===== src/rtl/rams_pkg.sv =====
// rtl/rams_pkg.sv - shared constants and init FSM state type for the single-port RAM family
package rams_pkg;

    localparam int RAM_READ_FIRST  = 0;
    localparam int RAM_WRITE_FIRST = 1;
    localparam int RAM_NO_CHANGE   = 2;

    typedef enum logic {
        INIT = 1'b0,
        RUN  = 1'b1
    } ram_init_state_t;

endpackage


===== src/rtl/ram_init_seq.sv =====
// rtl/ram_init_seq.sv - post-reset sequencer that walks every address once to load the init value
module ram_init_seq
    import rams_pkg::*;
#(
    parameter int ADDR_W = 6
) (
    input  logic              clk_i,
    input  logic              rst_i,
    output logic              init_busy_o,
    output logic              init_we_o,
    output logic [ADDR_W-1:0] init_addr_o
);

    // One extra counter bit so the count can step past the last address without wrapping to 0.
    localparam logic [ADDR_W:0] LAST_CNT = {1'b0, {ADDR_W{1'b1}}};

    ram_init_state_t   state_q, state_d;
    logic [ADDR_W:0]   cnt_q, cnt_d;

    // State and address counter register; reset restarts the sweep from address 0.
    always_ff @(posedge clk_i) begin
        if (rst_i) begin
            state_q <= INIT;
            cnt_q   <= '0;
        end else begin
            state_q <= state_d;
            cnt_q   <= cnt_d;
        end
    end

    // Next-state: write one word per cycle while in INIT, leave after the last address.
    always_comb begin
        state_d   = state_q;
        cnt_d     = cnt_q;
        init_we_o = 1'b0;
        if (state_q == INIT) begin
            init_we_o = !rst_i;
            cnt_d     = cnt_q + (ADDR_W+1)'(1);
            if (cnt_q == LAST_CNT) begin
                state_d = RUN;
            end
        end
    end

    assign init_busy_o = (state_q == INIT);
    assign init_addr_o = cnt_q[ADDR_W-1:0];

endmodule


===== src/rtl/rams_sp_gen.sv =====
// rtl/rams_sp_gen.sv - single-port byte-write RAM with init sequencer; RAMS_SP_OUTREG_EN adds a 2nd output stage
module rams_sp_gen
    import rams_pkg::*;
#(
    parameter int                  DATA_W   = 16,
    parameter int                  ADDR_W   = 6,
    parameter int                  BYTE_W   = 8,
    parameter int                  MODE     = 0,
    parameter logic [DATA_W-1:0]   INIT_VAL = '0
) (
    input  logic                       clk_i,
    input  logic                       rst_i,
    input  logic                       en_i,
    input  logic [DATA_W/BYTE_W-1:0]   we_i,
    input  logic [ADDR_W-1:0]          a_i,
    input  logic [DATA_W-1:0]          di_i,
    output logic [DATA_W-1:0]          do_o,
    output logic                       do_valid_o,
    output logic                       init_busy_o
);

    localparam int NB    = DATA_W / BYTE_W;
    localparam int DEPTH = 1 << ADDR_W;

    logic [DATA_W-1:0] mem [DEPTH];

    logic              init_busy;
    logic              init_we;
    logic [ADDR_W-1:0] init_addr;

    logic              user_acc;
    logic [NB-1:0]     wr_lanes;
    logic [ADDR_W-1:0] wr_addr;
    logic [DATA_W-1:0] wr_data;
    logic [DATA_W-1:0] rd_old;
    logic [DATA_W-1:0] merged;

    logic [DATA_W-1:0] do1_q, do1_d;
    logic              dv1_q, dv1_d;

    ram_init_seq #(
        .ADDR_W (ADDR_W)
    ) u_init_seq (
        .clk_i       (clk_i),
        .rst_i       (rst_i),
        .init_busy_o (init_busy),
        .init_we_o   (init_we),
        .init_addr_o (init_addr)
    );

    // The user port is only live in RUN and never on a reset cycle.
    assign user_acc = en_i && !init_busy && !rst_i;
    assign rd_old   = mem[a_i];

    // Write-port mux: the sequencer owns the array during init, the user port afterwards.
    always_comb begin
        wr_lanes = '0;
        wr_addr  = a_i;
        wr_data  = di_i;
        if (init_we) begin
            wr_lanes = '1;
            wr_addr  = init_addr;
            wr_data  = INIT_VAL;
        end else if (user_acc) begin
            wr_lanes = we_i;
        end
    end

    // Inferable byte-lane write; contents are deliberately not reset.
    always_ff @(posedge clk_i) begin
        for (int i = 0; i < NB; i++) begin
            if (wr_lanes[i]) begin
                mem[wr_addr][i*BYTE_W +: BYTE_W] <= wr_data[i*BYTE_W +: BYTE_W];
            end
        end
    end

    // Word as it will look after this access, used for write-first read data.
    always_comb begin
        merged = rd_old;
        for (int i = 0; i < NB; i++) begin
            if (we_i[i]) begin
                merged[i*BYTE_W +: BYTE_W] = di_i[i*BYTE_W +: BYTE_W];
            end
        end
    end

    // Read-data selection by read-during-write mode; a no-change write neither updates nor validates.
    always_comb begin
        do1_d = do1_q;
        dv1_d = user_acc && !((MODE == RAM_NO_CHANGE) && (|we_i));
        if (user_acc) begin
            if (MODE == RAM_WRITE_FIRST) begin
                do1_d = merged;
            end else if (MODE == RAM_NO_CHANGE) begin
                if (we_i == '0) begin
                    do1_d = rd_old;
                end
            end else begin
                do1_d = rd_old;
            end
        end
    end

    // First output register stage.
    always_ff @(posedge clk_i) begin
        if (rst_i) begin
            do1_q <= '0;
            dv1_q <= 1'b0;
        end else begin
            do1_q <= do1_d;
            dv1_q <= dv1_d;
        end
    end

`ifdef RAMS_SP_OUTREG_EN
    logic [DATA_W-1:0] do2_q;
    logic              dv2_q;

    // Second output stage simply delays stage 1 by one cycle.
    always_ff @(posedge clk_i) begin
        if (rst_i) begin
            do2_q <= '0;
            dv2_q <= 1'b0;
        end else begin
            do2_q <= do1_q;
            dv2_q <= dv1_q;
        end
    end

    assign do_o       = do2_q;
    assign do_valid_o = dv2_q;
`else
    assign do_o       = do1_q;
    assign do_valid_o = dv1_q;
`endif

    assign init_busy_o = init_busy;

endmodule

===== config.mk =====
export PLATFORM = sky130hd
export DESIGN_NAME = rams_sp_gen
export DESIGN_NICKNAME = d
export VERILOG_FILES = /design/src/rtl/rams_pkg.sv /design/src/rtl/ram_init_seq.sv /design/src/rtl/rams_sp_gen.sv
export SDC_FILE = /design/constraint.sdc
export NUM_CORES = 1
export LEC_CHECK = 0
export CAP_MARGIN = 10
export CORE_MARGIN = 5
export CORE_UTILIZATION = 25
export DETAILED_ROUTE_END_ITERATION = 8
export PLACE_DENSITY = 0.43
export SYNTH_ARGS = -nofsm -noshare
export SYNTH_HDL_FRONTEND = slang
export SYNTH_SLANG_ARGS = --single-unit

===== constraint.sdc =====
create_clock -name clk_i -period 3.2 [get_ports clk_i]
set_clock_uncertainty 0.05 [all_clocks]
set_input_delay 0.32 -clock clk_i [delete_from_list [all_inputs] [get_ports clk_i]]
set_output_delay 0.32 -clock clk_i [all_outputs]
set_load 0.005 [all_outputs]

# ---- Word-level counts from Yosys, hierarchy flattened
# Memory sizes are Yosys's and may differ from the RTL's. A register that Yosys moved wholly into a read port is not among the register bits.
# Index checks and enable logic that the tools add are counted.
dict set report totals {
  memories 1
  ramBits 1024
  latch_bits 0
  mem_bits_ro 0
  register_bits 9
  output_inout_bits 18
  wordCells 21
}
# memory depth word_bits read_ports rd_clocked_by_memory_dff write_ports line
set mem_list {}
lappend mem_list {mem 64 16 1 1 1 rams_sp_gen.sv:25} ;# logic [DATA_W-1:0] mem [DEPTH];
dict set report classes {
  magnitude_cmp 0
  n_bitwise 1
  muxes 11
  eq_ne 1
  add_sub_neg 1
  multipliers 0
  reduce_logical 3
  div_mod_pow 0
  shift 0
}
# cell count
set ops {}
lappend ops {{16-bit 2-to-1 mux} 1}
lappend ops {{7-bit by 1-bit adder with 7-bit output, second input constant} 1}
lappend ops {{7-bit by 6-bit equality test with 1-bit output, second input constant} 1}
lappend ops {{1-bit 2-to-1 mux} 7}
lappend ops {{6-bit 2-to-1 mux} 1}
lappend ops {{2-bit 2-to-1 mux} 2}
lappend ops {{1-bit logical AND} 2}
lappend ops {{1-bit zero test} 1}
lappend ops {{1-bit NOT} 1}

# ---- Longest topological paths before layout
dict set report depth {
  word_depth 6
  depth_mapped 10
  ltp_nobuf 6
}

# ---- Cells and area by module
# A second synthesis with hierarchy kept.
dict set report unflattened {
  cells_unflattened 1934
  area_unflattened_um2 40641.5
}
# mod area_per_inst_um2 n_inst cells_per_inst seq_area_each_um2
set by_module_without_submodules {}
lappend by_module_without_submodules {rams_sp_gen 40226.1 1 1891 31089.8}
lappend by_module_without_submodules {ram_init_seq 415.4 1 43 160.2}

# ---- Worst setup path after synthesis
# OpenSTA, ideal clock, no wires.
dict set report synth_timing {
  kind {in2reg}
  from {input rst_i}
  to {memory mem[13][10] (enable)}
  arrival_ns 2.084
  setup_ns 0.370
  path_stages 9
  setup_slack_ns 0.696
  path_buffers 4
  required_time_ns 2.780
  path_cell_list {buf_6 or2_1 buf_6 mux2i_4 or2_2 buf_6 nand2b_1 buf_2 nor2_1}
}
dict set report synth_via {
  elab_chain_len 6
}
# item line
set synth_lines {}
lappend synth_lines {{start: declaration} rams_sp_gen.sv:12} ;# input logic rst_i,
lappend synth_lines {{1-bit zero test *} {ram_init_seq.sv:37, rams_sp_gen.sv:52}}
lappend synth_lines {{1-bit logical AND} rams_sp_gen.sv:52} ;# assign user_acc = en_i && !init_busy && !rst_i;
lappend synth_lines {{2-bit 2-to-1 mux} rams_sp_gen.sv:64} ;# end else if (user_acc) begin
lappend synth_lines {{2-bit 2-to-1 mux} rams_sp_gen.sv:60} ;# if (init_we) begin
lappend synth_lines {{1-bit 2-to-1 mux} rams_sp_gen.sv:72} ;# if (wr_lanes[i]) begin
lappend synth_lines {{1-bit 2-to-1 mux (not written as such)} rams_sp_gen.sv:73} ;# mem[wr_addr][i*BYTE_W +: BYTE_W] <= wr_data[i*BYTE_W +: BYTE_W];
lappend synth_lines {{end: declaration} rams_sp_gen.sv:25}
# Mark *: on every way between the ends. The rest lies on a longest branch, timed or not.

# ---- Worst setup path in the final report
dict set report layout_timing {
  from {register u_init_seq.state_q}
  to {memory mem[42][14] (enable)}
}
dict set report layout_via {
  elab_chain_len 6
}
# item line
set layout_lines {}
lappend layout_lines {{start: declaration} ram_init_seq.sv:17} ;# ram_init_state_t state_q, state_d;
lappend layout_lines {{start signal: assignment} ram_init_seq.sv:26} ;# state_q <= state_d;
lappend layout_lines {{1-bit logical AND (2 in a row)} rams_sp_gen.sv:52}
lappend layout_lines {{2-bit 2-to-1 mux} rams_sp_gen.sv:64}
lappend layout_lines {{2-bit 2-to-1 mux} rams_sp_gen.sv:60}
lappend layout_lines {{1-bit 2-to-1 mux} rams_sp_gen.sv:72}
lappend layout_lines {{1-bit 2-to-1 mux (not written as such)} rams_sp_gen.sv:73}
# Parallel ways exist; a longest one is shown, timed or not.

==> impl_metrics.csv <==
group,metric,value,unit
layout,postLayoutCoreUtil,30.28,%
routing,met1Wirelength,49220,um
placement,io_buffers,44,
run,cap_violations,0,
logic_synthesis,netlist_area,0.04083,mm2
setup_path,crit_arrival,2.86,ns
placement,dp_hpwl,75720,um
die,die_x,414.1,um
placement,placed_area,0.04549,mm2
sta,fin_tns_setup,0,ns
logic_synthesis,ys_seq_area_share,76.55,%
setup_path,rr_worst_depth,7,
die,die_h,414.1,um
setup_path,r2r_start,"u_init_seq.state_q",
global_routing,grt_pass1_wl,165700,um
logic_synthesis,synth_edf_count,1024,
clock_network,hold_buffers,0,
routing,drc,0,
routing,firstDrtPassIters,5,
global_routing,grt_overflow_total,0,
logic_synthesis,syn_inst,2011,
sta,min_period,2.585,ns
setup_path,slowest_stage,"nor2_1",
placement,pre_cts_slack,-0.02511,ns
clock_network,numClockSinks,1049,
logic_synthesis,yosysMostFrequentCell,"edfxtp_1",
sta,fin_crit_sh,80.80,%
setup_path,critPathMaxStageDelay,0.62,ns
routing,drt_iter0_drc,1812,
die,initial_core_util,25.11,%
sta,setup_violations,0,
logic_synthesis,synth_seq_cells,1049,
die,row_count,148,
clock_network,clock-root-buffer,"clkbuf_16",
logic_synthesis,syn_area_per_cell,20.30,um2
logic_synthesis,ys_top_cells_by_area,"edfxtp_1, mux4_2, nor2_1",
setup_path,r2r_end,"mem[42][14]",
setup_path,path_delay_family,"simple AND/OR/NAND/NOR gates",
power_and_ir_drop,p_leak,15.59,nW
clock_network,cts_inserted_buffers,107,
power_and_ir_drop,p_per_area,605.8,mW/mm2
clock_network,cts_tree,"built",
layout,area_growth_syn_to_layout,20.57,%
die,coreArea,0.1626,mm2
outcome,outcome,"completed",
min_path,min_from,"a_i[4]",
setup_path,critical_path_class,"flip-flop to flip-flop",
layout,final_cells,4557,
setup_path,end_kind,"flip-flop",
routing,wl,116000,um
power_and_ir_drop,max-vdd-ir-drop,0.4312,mV
sta,maxSlewHeadroom,36.81,%
sta,max_freq,386.8,MHz
routing,dr.max_layer_used,"met5",
global_routing,grt_pass1_vias,22210,
logic_synthesis,yosys_warnings,0,
global_routing,track_usage,13.24,%
logic_synthesis,yosys-top-cells-count,"edfxtp_1, mux4_2, nor2_1",
clock_network,postCtsSetupBuffers,0,
setup_path,r2r_slack,0.61,ns
routing,met2_length,57610,um
logic_synthesis,syn_nets,2039,
routing,via_count,20530,
clock_network,clock_latency,0.70,ns
setup_path,path_buf_inv,2,
global_routing,grt_max_degree,65,
clock_network,htreeDepth,3,
logic_synthesis,synth_ff_type,"edfxtp_1",
die,ioPinCount,45,
die,die_area,0.1715,mm2
logic_synthesis,synth_top_area_share,75.32,%
sta,layout_setup_ws,0.6146,ns
sta,tightest_slew,0.9478,ns
sta,rsz0062_at_grt,"false",
placement,place_congestion,0.7935,
layout,fin_nets,2315,
min_path,hold_end,"do_o[2]",
routing,viasPerCell,4.504,
setup_path,path_cells,"buf_4, nor4b_1, a31oi_1, nand2b_1, buf_4, nand2b_1, nor2_1",
setup_path,startpoint_type,"flip-flop",
clock_network,post_cts_resize_count,0,
placement,dp_cells,4353,
clock_network,ctsLongestPathBuffers,3,
sta,hold_viol_final,0,
logic_synthesis,async_flop_share,0,%
routing,wl_met3,5374,um
logic_synthesis,synth_top_cell_by_area,"edfxtp_1",
routing,wl_per_cell,25.45,um
min_path,min_path_type,"primary input to flip-flop",
routing,ant_nets,0,
setup_path,cp.required,3.47,ns
sta,maxSlewViolCount,0,
setup_path,worst-path-max-fanout,12,
logic_synthesis,yosysUniqueCellTypes,47,
min_path,hold_depth,4,
clock_network,clk_pin_slew,0.06,ns
global_routing,antenna_found_initial,7,
layout,layout-drive-gt1-share,30.05,%
layout,design_area,0.04922,mm2
-- layout make-up --
class                   instances  area (um2)
diodes                          3       7.507
clock buffers                 135        2935
clock inverters                66       793.3
fillers                     15860      113400
inverters                       5       18.77
multi-input cells             830        8904
flip-flops and latches       1049       31250
well taps                    2175        2721
repair buffers                294        2595
-- flip-flops by register name, summed over array words and instances (netlist names) --
| signal | flops |
|---|---|
| do_valid_o | 1 |
| u_init_seq.state_q | 1 |
| do_o | 16 |
| u_init_seq.cnt_q | 7 |
| mem | 1024 |
-- cell families after synthesis --
logic type / synth area share [%]
DFF: 76.55
and+or+nand+nor: 4.024
muxes: 15.16
AOI/OAI and AO/OA: 2.421
buffers and inverters: 1.713
xor gates and xnor gates: 0.1073
adders and majority gates: 0.03064
-- metal layers --
metal	up-vias	GRT usage, %
li1	8766	-
met1	11030	17.18
met2	551	22.42
met3	174	2.218
met4	4	4.719
met5	-	0
-- worst max path at each step --
stage	from	to	depth (start not counted)	slack, ns
after floorplan	rst_i	mem[13][10]	9	0.70
after global placement	rst_i	mem[12][7]	7	-0.02
after detailed placement	rst_i	mem[12][0]	7	-0.03
after CTS	u_init_seq.state_q	mem[42][12]	7	0.60
after global routing	u_init_seq.state_q	mem[12][4]	6	0.50
final	u_init_seq.state_q	mem[42][14]	7	0.61
-- cell usage in the layout (no fill, tap or decap), types with 6 or more instances in the layout --
cell type / n
clkinv_4: 6
nor2_1: 191
clkbuf_1: 15
or2_1: 8
bufinv_16: 15
clkbuf_8: 13
mux4_2: 256
clkinv_1: 14
clkdlybuf4s50_1: 39
edfxtp_1: 1024
and2_2: 16
a31oi_1: 18
clkinv_2: 13
dfxtp_1: 25
nand3_1: 22
o22ai_1: 39
nor3_1: 10
or2_2: 6
nand2_1: 84
a21oi_1: 11
buf_12: 22
buf_4: 228
o21ai_0: 40
clkinvlp_4: 10
clkbuf_16: 109
o211ai_1: 23
mux2i_1: 40
nand2b_1: 17
a221oi_1: 9
-- through the flow --
stage | hold WS (ns) | total power, mW
after floorplan | 0.4131 | 16.29
after global placement | 0.4723 | 17.04
after detailed placement | 0.4824 | 17.05
after CTS | 0.2075 | 30.19
after global routing | 0.2527 | 30.83
final | 0.2598 | 29.82
-- tightest hold or removal path: cells and delay by family --
family	cells	cell delay [ns]
buffers and inverters	2	0.36
AND/OR/NAND/NOR	1	0.07
AO/OA/AOI/OAI	1	0.17
-- power by group --
part           internal [mW]  switching (mW)
Combinational          0.564           0.996
Clock                   7.74            5.36
Sequential              15.1          0.0208
Total                   23.4            6.37
Power figures use the tool's default switching activity.
